## config.mk

```make
export PLATFORM = sky130hd
export DESIGN_NAME = ad2512_cfg_ctrl_flat
export DESIGN_NICKNAME = d
export VERILOG_FILES = /design/src/rtl/ad2512_cfg_pkg.sv /design/src/rtl/ad2512_cfg_ctrl_if.sv /design/src/rtl/ad2512_cfg_ctrl_delay_cnt.sv /design/src/rtl/ad2512_cfg_ctrl.sv /design/src/flat_wrapper.sv
export SDC_FILE = /design/constraint.sdc
export NUM_CORES = 1
export LEC_CHECK = 0
export CELL_PAD_IN_SITES_DETAIL_PLACEMENT = 2
export CELL_PAD_IN_SITES_GLOBAL_PLACEMENT = 2
export CORE_MARGIN = 2
export CORE_UTILIZATION = 41
export DETAILED_ROUTE_END_ITERATION = 8
export DONT_BUFFER_PORTS = 1
export PLACE_DENSITY_LB_ADDON = 0.05
export RECOVER_POWER = 100
export SYNTH_ARGS = -nofsm -noshare
export SYNTH_HDL_FRONTEND = slang
export SYNTH_SLANG_ARGS = --single-unit
```

## constraint.sdc

```tcl
create_clock -name clk_i -period 5.3 [get_ports clk_i]
set_input_delay 0.265 -clock clk_i [delete_from_list [all_inputs] [get_ports clk_i]]
set_output_delay 0.265 -clock clk_i [all_outputs]
set_load 0.05 [all_outputs]
```

## src/rtl/ad2512_cfg_pkg.sv

```systemverilog
// Shared types and constants for the AD2512 register-configuration sequencer.
package ad2512_cfg_pkg;

    localparam int CFG_FRAME_W = 24;
    localparam int CFG_CNT_W   = 17;
    localparam logic [CFG_FRAME_W-1:0] CFG_END_MARKER = 24'hFFFFFF;

    typedef enum logic [2:0] {
        IDLE     = 3'd0,
        PWRUP    = 3'd1,
        FETCH    = 3'd2,
        REQ      = 3'd3,
        WAIT_ACK = 3'd4,
        GAP      = 3'd5,
        DONE     = 3'd6,
        ERR      = 3'd7
    } cfg_state_e;

    function automatic logic is_end_marker(input logic [CFG_FRAME_W-1:0] word);
        return (word == CFG_END_MARKER);
    endfunction

endpackage

```

## src/rtl/ad2512_cfg_ctrl_if.sv

```systemverilog
// LUT lookup and SPI write handshake between the config sequencer and its peers.
interface ad2512_cfg_ctrl_if
    import ad2512_cfg_pkg::*;
#(
    parameter int IDX_W = 10
);
    logic [IDX_W-1:0]       lut_index;
    logic [CFG_FRAME_W-1:0] lut_data;
    logic                   spi_req;
    logic [CFG_FRAME_W-1:0] spi_wdata;
    logic                   spi_ack;

    modport master (
        output lut_index, spi_req, spi_wdata,
        input  lut_data, spi_ack
    );

    modport slave (
        input  lut_index, spi_req, spi_wdata,
        output lut_data, spi_ack
    );
endinterface

```

## src/rtl/ad2512_cfg_ctrl_delay_cnt.sv

```systemverilog
// Loadable down-counter that saturates at zero; zero_o flags an expired count.
module cfg_delay_cnt
    import ad2512_cfg_pkg::*;
#(
    parameter int W = CFG_CNT_W
) (
    input  logic         clk_i,
    input  logic         rst_i,
    input  logic         load_i,
    input  logic [W-1:0] load_val_i,
    input  logic         dec_i,
    output logic         zero_o
);
    localparam logic [W-1:0] ONE = {{(W-1){1'b0}}, 1'b1};

    logic [W-1:0] cnt_q;
    logic [W-1:0] cnt_d;

    // Next count: load wins over decrement, and decrement stops at zero.
    always_comb begin
        cnt_d = cnt_q;
        if (load_i) begin
            cnt_d = load_val_i;
        end else if (dec_i && (cnt_q != {W{1'b0}})) begin
            cnt_d = cnt_q - ONE;
        end else begin
            cnt_d = cnt_q;
        end
    end

    // Count register.
    always_ff @(posedge clk_i) begin
        if (rst_i) begin
            cnt_q <= {W{1'b0}};
        end else begin
            cnt_q <= cnt_d;
        end
    end

    assign zero_o = (cnt_q == {W{1'b0}});

endmodule

```

## src/rtl/ad2512_cfg_ctrl.sv

```systemverilog
// ADC configuration sequencer: walks the config LUT after a power-up wait and issues one
// SPI write per entry, with settle/gap delays, ack timeout and done/error reporting.
module ad2512_cfg_ctrl
    import ad2512_cfg_pkg::*;
#(
    parameter int LUT_SIZE    = 5,
    parameter int PWRUP_CYC   = 1000,
    parameter int RST_SETTLE  = 500,
    parameter int GAP_CYC     = 16,
    parameter int ACK_TIMEOUT = 65535,
    parameter int IDX_W       = 10
) (
    input  logic                  clk_i,
    input  logic                  rst_i,
    input  logic                  cfg_start_i,
    ad2512_cfg_ctrl_if.master     bus,
    output logic                  cfg_busy_o,
    output logic                  cfg_done_o,
    output logic                  cfg_err_o,
    output logic [IDX_W-1:0]      cfg_err_idx_o
);
    localparam logic [CFG_CNT_W-1:0] PWRUP_LD  = CFG_CNT_W'(PWRUP_CYC - 1);
    localparam logic [CFG_CNT_W-1:0] SETTLE_LD = CFG_CNT_W'(RST_SETTLE + GAP_CYC - 1);
    localparam logic [CFG_CNT_W-1:0] GAP_LD    = CFG_CNT_W'(GAP_CYC - 1);
    localparam logic [CFG_CNT_W-1:0] ACK_LD    = CFG_CNT_W'(ACK_TIMEOUT - 1);
    localparam logic [IDX_W-1:0]     IDX_END   = IDX_W'(LUT_SIZE);
    localparam logic [IDX_W-1:0]     IDX_ONE   = {{(IDX_W-1){1'b0}}, 1'b1};

    if ((PWRUP_CYC < 1) || (GAP_CYC < 1) || (ACK_TIMEOUT < 1)) begin : g_bad_delay
        $fatal(1, "ad2512_cfg_ctrl: PWRUP_CYC, GAP_CYC and ACK_TIMEOUT must each be >= 1");
    end
    if ((LUT_SIZE >= (1 << IDX_W)) || (RST_SETTLE + GAP_CYC > (1 << CFG_CNT_W))) begin : g_bad_size
        $fatal(1, "ad2512_cfg_ctrl: LUT_SIZE or settle delay out of range");
    end

    cfg_state_e             state_q, state_d;
    logic [IDX_W-1:0]       idx_q, idx_d;
    logic [CFG_FRAME_W-1:0] wdata_q, wdata_d;
    logic                   req_q, req_d;
    logic                   busy_q, busy_d;
    logic                   done_q, done_d;
    logic                   err_q, err_d;
    logic [IDX_W-1:0]       err_idx_q, err_idx_d;

    logic                   dly_load, dly_dec, dly_zero;
    logic [CFG_CNT_W-1:0]   dly_val;
    logic                   to_load, to_dec, to_zero;

    cfg_delay_cnt #(.W(CFG_CNT_W)) u_dly (
        .clk_i      (clk_i),
        .rst_i      (rst_i),
        .load_i     (dly_load),
        .load_val_i (dly_val),
        .dec_i      (dly_dec),
        .zero_o     (dly_zero)
    );

    cfg_delay_cnt #(.W(CFG_CNT_W)) u_timeout (
        .clk_i      (clk_i),
        .rst_i      (rst_i),
        .load_i     (to_load),
        .load_val_i (ACK_LD),
        .dec_i      (to_dec),
        .zero_o     (to_zero)
    );

    // Next-state and output decode for the configuration walk.
    always_comb begin
        state_d   = state_q;
        idx_d     = idx_q;
        wdata_d   = wdata_q;
        req_d     = req_q;
        busy_d    = busy_q;
        done_d    = done_q;
        err_d     = err_q;
        err_idx_d = err_idx_q;
        dly_load  = 1'b0;
        dly_val   = PWRUP_LD;
        dly_dec   = 1'b0;
        to_load   = 1'b0;
        to_dec    = 1'b0;

        case (state_q)
            IDLE: begin
                if (cfg_start_i) begin
                    idx_d    = {IDX_W{1'b0}};
                    busy_d   = 1'b1;
                    done_d   = 1'b0;
                    err_d    = 1'b0;
                    dly_load = 1'b1;
                    dly_val  = PWRUP_LD;
                    state_d  = PWRUP;
                end else begin
                    state_d  = IDLE;
                end
            end
            PWRUP, GAP: begin
                if (dly_zero) begin
                    state_d = FETCH;
                end else begin
                    dly_dec = 1'b1;
                end
            end
            FETCH: begin
                if ((idx_q == IDX_END) || is_end_marker(bus.lut_data)) begin
                    state_d = DONE;
                end else begin
                    wdata_d = bus.lut_data;
                    req_d   = 1'b1;
                    to_load = 1'b1;
                    state_d = REQ;
                end
            end
            REQ, WAIT_ACK: begin
                // A same-cycle ack beats an expiring timeout.
                if (bus.spi_ack) begin
                    req_d    = 1'b0;
                    idx_d    = idx_q + IDX_ONE;
                    dly_load = 1'b1;
                    dly_val  = (idx_q == {IDX_W{1'b0}}) ? SETTLE_LD : GAP_LD;
                    state_d  = GAP;
                end else if (to_zero) begin
                    req_d     = 1'b0;
                    err_d     = 1'b1;
                    err_idx_d = idx_q;
                    state_d   = ERR;
                end else begin
                    to_dec  = 1'b1;
                    state_d = WAIT_ACK;
                end
            end
            DONE: begin
                done_d  = 1'b1;
                busy_d  = 1'b0;
                state_d = IDLE;
            end
            ERR: begin
                busy_d  = 1'b0;
                state_d = IDLE;
            end
            default: begin
                req_d   = 1'b0;
                busy_d  = 1'b0;
                state_d = IDLE;
            end
        endcase
    end

    // State and registered outputs.
    always_ff @(posedge clk_i) begin
        if (rst_i) begin
            state_q   <= IDLE;
            idx_q     <= {IDX_W{1'b0}};
            wdata_q   <= {CFG_FRAME_W{1'b0}};
            req_q     <= 1'b0;
            busy_q    <= 1'b0;
            done_q    <= 1'b0;
            err_q     <= 1'b0;
            err_idx_q <= {IDX_W{1'b0}};
        end else begin
            state_q   <= state_d;
            idx_q     <= idx_d;
            wdata_q   <= wdata_d;
            req_q     <= req_d;
            busy_q    <= busy_d;
            done_q    <= done_d;
            err_q     <= err_d;
            err_idx_q <= err_idx_d;
        end
    end

    assign bus.lut_index = idx_q;
    assign bus.spi_req   = req_q;
    assign bus.spi_wdata = wdata_q;
    assign cfg_busy_o    = busy_q;
    assign cfg_done_o    = done_q;
    assign cfg_err_o     = err_q;
    assign cfg_err_idx_o = err_idx_q;

endmodule

```

## src/flat_wrapper.sv

```systemverilog
// flat-port wrapper written by rule: the top's interface ports become plain ports
module ad2512_cfg_ctrl_flat import ad2512_cfg_pkg::*;
#(
    parameter int LUT_SIZE    = 5,
    parameter int PWRUP_CYC   = 1000,
    parameter int RST_SETTLE  = 500,
    parameter int GAP_CYC     = 16,
    parameter int ACK_TIMEOUT = 65535,
    parameter int IDX_W       = 10
)
  (clk_i, rst_i, cfg_start_i, cfg_busy_o, cfg_done_o, cfg_err_o, cfg_err_idx_o, bus_lut_index, bus_spi_req, bus_spi_wdata, bus_lut_data, bus_spi_ack);
  ad2512_cfg_ctrl_if #(.IDX_W(IDX_W)) bus_i ();
  input  logic clk_i;
  input  logic rst_i;
  input  logic cfg_start_i;
  output logic cfg_busy_o;
  output logic cfg_done_o;
  output logic cfg_err_o;
  output logic [IDX_W-1:0] cfg_err_idx_o;
  output wire logic [$bits(bus_i.lut_index)-1:0] bus_lut_index;
  output wire logic [$bits(bus_i.spi_req)-1:0] bus_spi_req;
  output wire logic [$bits(bus_i.spi_wdata)-1:0] bus_spi_wdata;
  input wire logic [$bits(bus_i.lut_data)-1:0] bus_lut_data;
  input wire logic [$bits(bus_i.spi_ack)-1:0] bus_spi_ack;
  assign bus_lut_index = bus_i.lut_index;
  assign bus_spi_req = bus_i.spi_req;
  assign bus_spi_wdata = bus_i.spi_wdata;
  assign bus_i.lut_data = bus_lut_data;
  assign bus_i.spi_ack = bus_spi_ack;
  ad2512_cfg_ctrl #(.LUT_SIZE(LUT_SIZE), .PWRUP_CYC(PWRUP_CYC), .RST_SETTLE(RST_SETTLE), .GAP_CYC(GAP_CYC), .ACK_TIMEOUT(ACK_TIMEOUT), .IDX_W(IDX_W)) u_core (.clk_i(clk_i), .rst_i(rst_i), .cfg_start_i(cfg_start_i), .bus(bus_i), .cfg_busy_o(cfg_busy_o), .cfg_done_o(cfg_done_o), .cfg_err_o(cfg_err_o), .cfg_err_idx_o(cfg_err_idx_o));
endmodule
```

Word-level counts from Yosys, hierarchy flattened
Cells that the tools add are included.

Flip-flop bits (word level): 85. Bits of input ports: 28. Output and inout bits: 48. Logic and storage cells: 95.

Add/sub/neg operators: 3. Equal/unequal tests: 16. Multiplexer cells: 37. Bitwise logic cells: 2. Reductions and logical operators: 26.

Operators with widths (count): 17-bit 2-to-1 mux (4); 17-bit logical NOT (2); 17-bit nonzero test (2); 17-bit by 1-bit subtractor with 17-bit output, second input constant (2); 16-bit 2-to-1 mux (2); 10-bit 2-to-1 mux (3); 24-bit equality test, second input constant (1); 10-bit one-hot mux with 2 select lines (1); 1-bit 2-to-1 mux (17); 3-bit one-hot mux with 5 select lines (1); 3-bit equality test, second input constant (4); 2-bit nonzero test (6); 10-bit by 1-bit adder with 10-bit output, second input constant (1); 10-bit by 3-bit equality test with 1-bit output, second input constant (1); 10-bit logical NOT (1); 1-bit one-hot mux with 2 select lines (5); 3-bit 2-to-1 mux (3); 3-bit AND reduction (3); 2-bit != test, second input constant (4); 2-bit OR reduction (4); 3-bit by 2-bit equality test with 1-bit output, second input constant (2); 2-bit AND reduction (3); 2-bit by 1-bit != test with 1-bit output, second input constant (2); 4-bit AND reduction (1); other kinds (7) (9).

Logic depth before layout (Yosys ltp)
Gate-level depths: netlist of the first run.

Depth after elaboration: 7. Depth in mapped cells: 9. Gate-level depth less buffers: 7.

Cells and area by module
From an unflattened synthesis of the first run, not the netlist that was laid out.

Cell total of the unflattened synthesis: 521. Area, all modules: 4463.0 sq um.

Modules (own cells, without submodules): ad2512_cfg_ctrl (times used 1, cells an instance 245, area an instance 2260.9 sq um, seq. area each 1021.0 sq um); cfg_delay_cnt (times used 2, cells an instance 138, area an instance 1101.1 sq um, seq. area each 340.3 sq um).

Least setup slack after synthesis of the first run
No wires, ideal clock.

Kind: flip-flop to flip-flop. Start: register u_core.idx_q[6] (netlist: u_core.bus.lut_index[6]). End: register u_core.wdata_q[10] (netlist: u_core.bus.spi_wdata[10]). Setup time: 128 ps. Arrival time: 2047 ps. Data required time: 5172 ps. Slack: 3125 ps. Stages on the path, launching flop included: 8. Buffers on the path: 2. Clock period less this slack: 2175 ps. Cell sequence: dfxtp_1 or4_1 o31a_1 a21boi_1 buf_6 buf_6 mux2i_1 nor2_1.

Word-level cells in the longest chain between the ends: 4.

RTL lines: start: declaration (line ad2512_cfg_ctrl.sv:37) `logic [IDX_W-1:0] idx_q, idx_d;`; start signal: assignment (line ad2512_cfg_ctrl.sv:153) `idx_q <= {IDX_W{1'b0}};`; start signal: assignment (line ad2512_cfg_ctrl.sv:162) `idx_q <= idx_d;`; 10-bit by 3-bit equality test with 1-bit output (line ad2512_cfg_ctrl.sv:105) `if ((idx_q == IDX_END) || is_end_marker(bus.lut_data)) begin`; 1-bit logical OR (line ad2512_cfg_ctrl.sv:105); 1-bit inverter (no line); 2-bit AND reduction (no line); end signal: assignment (line ad2512_cfg_ctrl.sv:154) `wdata_q <= {CFG_FRAME_W{1'b0}};`; end signal: assignment (line ad2512_cfg_ctrl.sv:163) `wdata_q <= wdata_d;`; end: declaration (line ad2512_cfg_ctrl.sv:38) `logic [CFG_FRAME_W-1:0] wdata_q, wdata_d;`.

No other way between the ends. A chain may end at the register's enable or synchronous reset.

Worst setup path after layout of the first run
Start: register u_core.u_timeout.cnt_q[9]. End: register u_core.err_idx_q[0] (netlist: u_core.cfg_err_idx_o[0]).

Word-level cells in the longest chain between the ends: 2.

RTL lines: start: declaration (line ad2512_cfg_ctrl_delay_cnt.sv:16) `logic [W-1:0] cnt_q;`; start signal: assignment (line ad2512_cfg_ctrl_delay_cnt.sv:34) `cnt_q <= {W{1'b0}};`; start signal: assignment (line ad2512_cfg_ctrl_delay_cnt.sv:36) `cnt_q <= cnt_d;`; 17-bit logical NOT (line ad2512_cfg_ctrl_delay_cnt.sv:40) `assign zero_o = (cnt_q == {W{1'b0}});`; 3-bit AND reduction (no line); end signal: assignment (line ad2512_cfg_ctrl.sv:159) `err_idx_q <= {IDX_W{1'b0}};`; end signal: assignment (line ad2512_cfg_ctrl.sv:168) `err_idx_q <= err_idx_d;`; end: declaration (line ad2512_cfg_ctrl.sv:43) `logic [IDX_W-1:0] err_idx_q, err_idx_d;`.

No other way between the ends.

==> metrics.md, run 1 <==
| Metric | Value |
|---|---|
| Post-synthesis mux area share | 8.93% |
| Critical path capture point type | flip-flop |
| WL per Instance | 19.7 um |
| Post-synthesis sequential area ratio | 42.2% |
| Hold Path End | u_core.u_dly.cnt_q[9] |
| Flop-to-flop setup slack | 1.97 ns |
| RSZ-0062 raised after global routing | no |
| Clk sink count | 85 |
| Most used DFF post-synth | dfxtp_1 |
| Register area | 1700 um2 |
| Drt total wl | 11300 um |
| Worst hold path stage count | 1 |
| XOR/XNOR Fraction of Synth Area | 5.43% |
| Core area | 9680 um2 |
| Synth Area in Compound Gates | 16.0% |
| Area of the multi-input gates | 2140 um2 |
| Largest net degree at the start of global routing | 64 |
| Fillers | 1105 |
| CTS H-tree depth | 3 |
| Final Max Slew Viols | 14 |
| Post-synthesis register bit count | 85 |
| Warnings from Yosys | 0 |
| Fin. Hold Viols | 0 |
| DR vias | 3320 |
| Uppermost layer routed | met4 |
| Initial antenna violation count | 0 |
| R2R depth | 5 |
| Routed Antenna Nets | 0 |
| DRC | 0 |
| Die width | 103 um |
| Simple-Gate Fraction of Synth Area | 21.1% |
| Post-synthesis average cell area | 9.05 um2 |
| Full die area | 10700 um2 |
| Post-Synth Adder-Cell Area | 1.86% |
| Min Tclk post-route | 3.33 ns |
| Max VDD drop | 0.131 mV |
| Outcome | finished with violations |
| Post-synth EDFFs | 0 |
| Drt pass-1 iters | 4 |
| Setup TNS | 0 ns |
| Final Core Density | 44.0% |
| Max Root-Sink Buffers | 2 |
| CP Data Required Time | 5.55 ns |
| Clock slew at reported path FFs | 0.08 ns |
| RR Endpoint | u_core.cfg_err_idx_o[0] |
| Failing checks | max-capacitance violations, max-slew violations |
| Max Freq | 300 MHz |
| Routed met2 length | 5360 um |
| CP Launch Type | flip-flop |
| Hold path startpoint | rst_i |
| Post-synth net total | 480 |
| Setup violations, final | 0 |
| Hold Path Class | input pin to flip-flop |
| Layout cells sized above 1 | 5.94% |
| Cells after Synth | 446 |
| DP HPWL | 7540 um |
| PwrDens | 308 nW/um2 |
| # nets final | 468 |
| Cell Rows | 36 |
| Top Ports | 76 |
| CTS tree | built |
| Rel. slew slack | -24.6% |
| Initial Utilization | 41.7% |
| Clk Latency, worst-skew pair | 0.37 ns |
| CP Max Fanout | 13 |
| First-pass GRT wire length | 18200 um |
| Final worst path period share | 62.8% |
| First-iteration detailed-routing DRC count | 74 |
| Layout area overhead | 5.58% |
| Ys async rst share | 0% |
| Die Y | 103 um |
| Clk_skew | 0.00844 ns |
| Least-Margin Pin Slew | 1.86 ns |
| Kind of critical path | flip-flop to flip-flop |
| Vias/cell | 5.81 |
| CP arrival | 3.58 ns |
| Met3 wire length | 589 um |
| Leak | 1.41 nW |
| GRT overflow | 0 |
| Number of global-route vias before repair | 3552 |
| Root buf cell | clkbuf_8 |
| PortBufs | 0 |
| Largest family of logic cells by synthesized area | simple AND/OR/NAND/NOR gates |
| Final GP Congestion | 0.774 |
| Total of max-cap violations | 1 |
| Diode count | 0 |
| TritonCTS Buffers | 9 |
| Global-route usage over all layers | 22.1% |
| Netlist cell types | 60 |
| Synth Cell Area | 4040 um2 |
| Worst R2R Start | u_core.u_timeout.cnt_q[9] |
| Met1 WL | 5120 um |
## how the worst max path moves through the flow
stage,from,cells past startpoint,slack [ns],end
finish,u_core.u_timeout.cnt_q[9],5,1.97,u_core.cfg_err_idx_o[0]
global route,u_core.u_timeout.cnt_q[9],5,1.74,u_core.cfg_err_idx_o[0]
CTS,u_core.bus.lut_index[1],7,2.38,u_core.state_q[0]
detailed placement,u_core.bus.lut_index[1],7,2.45,u_core.state_q[0]
global placement,u_core.bus.lut_index[1],7,2.52,u_core.state_q[0]
floorplan,u_core.bus.lut_index[6],7,3.13,u_core.bus.spi_wdata[10]
## layout make-up
class	instances	area share [%]
timing repair buffer	1	0.646
clock buffer	11	3.32
multi-input combinational	321	50.2
clock inverter	4	0.587
sequential	85	39.9
inverter	16	1.41
tap	133	3.91
## Yosys cell counts, types with 7 or more instances
cell      number  area [um2]
xor2_1        13         114
nor3_1        14        70.1
inv_1         16        60.1
dfxtp_1       85        1700
nand3_1        9        45.0
clkbuf_1      14        52.6
nand2_1       14        52.6
o21ai_0       10        50.1
nor2_1        66         248
mux2i_1       36         360
a211oi_1       7        52.6
nand4_1       11        68.8
a31oi_1        9        56.3
xnor2_1       12         105
a21oi_1       26         130
## metrics by stage
step / setup slack (ns) / power (W) / instance area, um2 / std cells / hold slack, ns
floorplan: 3.13 / 0.000860 / 4040 / 446 / 0.412
global placement: 2.52 / 0.000886 / 4090 / 555 / 0.343
detailed placement: 2.45 / 0.000894 / 4090 / 555 / 0.345
CTS: 2.38 / 0.00132 / 4280 / 571 / 0.0215
global route: 1.74 / 0.00137 / 4260 / 571 / 0.0250
finish: 1.97 / 0.00131 / 4260 / 571 / 0.0321
## timing repair
item                      in CTS  in global routing
hold buffers                   1                  0
hold endpoints to repair      63                  0
setup buffers                  0                  0
gates resized for setup        0                  0
## kinds of logic (layout without fill, tap and decap cells)
logic type,count (synthesis),after routing
AND/OR/NAND/NOR,162,162
AO/OA/AOI/OAI,92,92
flip-flops,85,85
buffers and inverters,40,32
multiplexers,36,36
XOR/XNOR,25,25
adder cells (fa/ha/maj),6,6
## routing by layer
layer | GRT usage, % | vias up
li1 | - | 1579
met1 | 28.0 | 1659
met2 | 36.3 | 67
met3 | 5.98 | 15
met4 | 8.00 | 0
met5 | 0 | -
## report_power, final
part	leakage (nW)	switching [W]	internal (W)
Clock	0.0812	0.000242	0.000179
Combinational	0.645	0.000123	0.0000651
Sequential	0.688	0.0000405	0.000661
Total	1.41	0.000405	0.000905
## registers in the layout, indices dropped and copies added, names as in the netlist
| name | flops |
|---|---|
| u_core.bus.spi_wdata | 24 |
| u_core.u_dly.cnt_q | 17 |
| u_core.u_timeout.cnt_q | 17 |
| u_core.bus.lut_index | 10 |
| u_core.cfg_err_idx_o | 10 |
| u_core.state_q | 3 |
| u_core.bus.spi_req | 1 |
| u_core.cfg_busy_o | 1 |
| u_core.cfg_done_o | 1 |
| u_core.cfg_err_o | 1 |
## cell usage in the layout (no fill, tap or decap), types with 3 or more instances in the layout
cell,n
xor2_1,13
dfxtp_1,85
a21oi_1,27
nand4_1,11
nand3b_1,4
o21a_1,3
nand3_1,9
nor3_1,14
a2111oi_0,4
nand2b_1,5
o2111ai_1,6
or4_1,4
nor2b_1,4
nor4_1,4
o41ai_1,3
a211oi_1,8
and2_1,3
o211ai_1,3
nand2_1,14
ha_1,6
clkbuf_8,10
o21ai_0,13
or3_1,6
a31oi_1,9
mux2i_1,36
nor3b_1,4
xnor2_1,12
nor2_1,66
inv_1,16
## worst max-delay path, stage by stage (launching register included)
cell     delay, ns
dfxtp_1       0.36
nor4_1        0.39
nand3_1       0.45
nor4b_2       1.59
mux2i_1       0.33
nor2_1        0.07
Note: power is estimated with default switching activity, not from simulation.
==> inputs of run 2 (changes only) <==
--- a/config.mk
+++ b/config.mk
@@ -8,7 +8,7 @@
 export CELL_PAD_IN_SITES_DETAIL_PLACEMENT = 2
 export CELL_PAD_IN_SITES_GLOBAL_PLACEMENT = 2
 export CORE_MARGIN = 2
-export CORE_UTILIZATION = 41
+export CORE_UTILIZATION = 34
 export DETAILED_ROUTE_END_ITERATION = 8
 export DONT_BUFFER_PORTS = 1
 export PLACE_DENSITY_LB_ADDON = 0.05
==> constraint.sdc (replaced) <==
create_clock -name clk_i -period 3 [get_ports clk_i]
set_input_delay 0.15 -clock clk_i [delete_from_list [all_inputs] [get_ports clk_i]]
set_output_delay 0.15 -clock clk_i [all_outputs]
set_load 0.05 [all_outputs]
==> metrics.md, run 2 (synthesis results as in run 1) <==
| Metric | Value |
|---|---|
| CTS H-tree depth | 3 (unchanged) |
| Internal power | 0.00217 W (+140%) |
| Crit-path most repeated cell | a211oi_1 |
| WL per Instance | 19.6 um (-0.43%) |
| Least-Margin Pin Slew | 1.13 ns (-0.734 ns) |
| Critical-path top delay cell | o41ai_2 |
| Critical path capture point type | flip-flop |
| RSZ-0062 raised after global routing | no |
| Clk Latency, worst-skew pair | 0.35 ns (-0.02 ns) |
| Worst-path cell chain | or3_1 > o41ai_2 > a211oi_1 > a211oi_1 > a31o_1 |
| Core area | 11500 um2 (+19%) |
| Min Tclk post-route | 2.53 ns (-0.802 ns) |
| Initial Utilization | 35.0% (-6.6 points) |
| Cell total after placement | 581 (+4.7%) |
| Clk_skew | 0.00600 ns (-0.00245 ns) |
| Number of global-route vias before repair | 3712 (+4.5%) |
| Vias/cell | 5.53 (-4.9%) |
| Fin. Hold Viols | 1 (+1) |
| Setup violations, final | 0 (unchanged) |
| Comb power frac | 12.3% (-2.0 points) |
| Final GP Congestion | 0.758 (-2.1%) |
| Min Hold Slack | -0.00529 ns (-0.0374 ns) |
| Setup TNS | 0 ns (unchanged) |
| Clock power share | 45.7% (+14 points) |
| Largest net degree at the start of global routing | 66 (+3.1%) |
| Final worst path period share | 84.2% (+21 points) |
| Full die area | 12800 um2 (+20%) |
| CP Data Required Time | 3.29 ns (-2.26 ns) |
| Placed Area | 4220 um2 (+3.2%) |
| Max Root-Sink Buffers | 2 (unchanged) |
| Global-route usage over all layers | 20.2% (-1.9 points) |
| CP arrival | 2.82 ns (-0.76 ns) |
| Kind of critical path | flip-flop to flip-flop |
| CP Launch Type | flip-flop |
| Clk sink count | 85 (unchanged) |
| GRT overflow | 0 (unchanged) |
| CP Max Fanout | 8 (-5) |
| Clock slew at reported path FFs | 0.06 ns (-0.02 ns) |
| Fillers | 1255 (+14%) |
| DR vias | 3445 (+3.8%) |
| Top Ports | 76 (unchanged) |
| Cell Rows | 39 (+8.3%) |
| Drt total wl | 12200 um (+8.6%) |
| Layout cells sized above 1 | 6.88% (+0.94 points) |
| Layout area overhead | 18.3% |
| Hold Path Class | input pin to flip-flop |
| DRC | 1 (+1) |
| Cell area after layout | 4770 um2 (+12%) |
| Max VDD drop | 0.269 mV (+100%) |
| TritonCTS Buffers | 9 (unchanged) |
| Switching pwr | 0.000774 W (+91%) |
| PortBufs | 0 (unchanged) |
| Outcome | finished with violations |
| Die Y | 113 um (+9.4%) |
| Leak | 1.64 nW (+16%) |
| Initial antenna violation count | 0 (unchanged) |
| Root buf cell | clkbuf_16 |
| First-iteration detailed-routing DRC count | 125 (+69%) |
| Crit path largest cell delay | 0.79 ns (-0.80 ns) |
| Total of max-cap violations | 0 (-1) |
| Flop pwr share | 42.0% (-12 points) |
| CTS resizes | 0 (unchanged) |
| CTS tree | built |
| Final Max Slew Viols | 0 (-14) |
| Drt pass-1 iters | 6 (+2) |
| Number of flip-flops under the largest register name | 24 (unchanged) |
| Failing checks | design-rule violations, negative hold slack |
| Sw Share | 26.3% (-4.6 points) |
| # nets final | 509 (+8.8%) |
| DP HPWL | 8070 um (+7.1%) |
| First-pass GRT wire length | 20200 um (+11%) |
| Final Core Density | 41.5% (-2.5 points) |
| Most common library cell in the layout ignoring fill and taps | dfxtp_1 |
| Routed Antenna Nets | 0 (unchanged) |
| Final cell count without fillers | 623 (+9.1%) |
| Die width | 113 um (+9.4%) |
| Rel. slew slack | 24.5% (+49 points) |
| Most frequent cells in the layout | 85 x dfxtp_1, 66 x nor2_1, 36 x mux2i_1 |
| Diode count | 0 (unchanged) |
| PwrDens | 617 nW/um2 (+100%) |
| Max Freq | 396 MHz (+32%) |
run 2: final cells by class:
cell class / instances / area (um2) / area share, %
tap: 143 / 179 / 3.75
inverter: 16 / 60.1 / 1.26
timing repair buffer: 42 / 350 / 7.34
sequential: 85 / 1700 / 35.6
clock buffer: 11 / 253 / 5.29
multi-input combinational: 321 / 2120 / 44.5
clock inverter: 5 / 106 / 2.23
run 2: power by group through the flow:
stage	clock (W)	combinational, W	sequential [W]
after floorplan	0	0.000273	0.00125
after global placement	0	0.000318	0.00126
after detailed placement	0	0.000327	0.00126
after CTS	0.00139	0.000377	0.00124
after global routing	0.00143	0.000404	0.00124
final	0.00135	0.000361	0.00124
run 2: path summary, 6_finish.rpt:
check / from / endpoint / slack, ns / cells past startpoint
worst max-delay path: u_core.u_dly.cnt_q[8] / u_core.u_dly.cnt_q[14] / 0.47 / 5
worst min-delay path: bus_lut_data[4] / u_core.bus.spi_wdata[4] / -0.005 / 2
worst max register to register: u_core.u_dly.cnt_q[8] / u_core.u_dly.cnt_q[14] / 0.47 / 5
worst min register to register: u_core.u_dly.cnt_q[10] / u_core.u_dly.cnt_q[10] / 0.48 / 2
run 2: what timing repair did:
item                      4_1_cts  5_1_grt
hold endpoints to repair       65        0
buffers inserted                0        0
hold buffers                   26        0
run 2: worst max-delay path, delay by kind of cell (launching register included):
| kind | cells | cell delay, ns |
|---|---|---|
| flip-flops | 1 | 0.35 |
| AND/OR/NAND/NOR | 1 | 0.51 |
| AO/OA/AOI/OAI | 4 | 1.61 |
run 2: per-stage QoR:
step | hold slack (ns) | power, W | setup slack (ns)
finish | -0.00529 | 0.00294 | 0.473
global route | 0.0263 | 0.00308 | 0.256
CTS | 0.000124 | 0.00300 | 0.591
detailed placement | 0.230 | 0.00159 | 0.615
global placement | 0.228 | 0.00158 | 0.657
floorplan | 0.297 | 0.00152 | 0.825
run 2: routing by layer:
layer,wire length [um],GRT usage [%],share of wire [%],up-vias
li1,-,-,-,1663
met1,5640,25.8,46,1711
met2,5860,33.3,48,59
met3,522,4.61,4.3,12
met4,210,8.05,1.7,0
met5,0,0,0,-
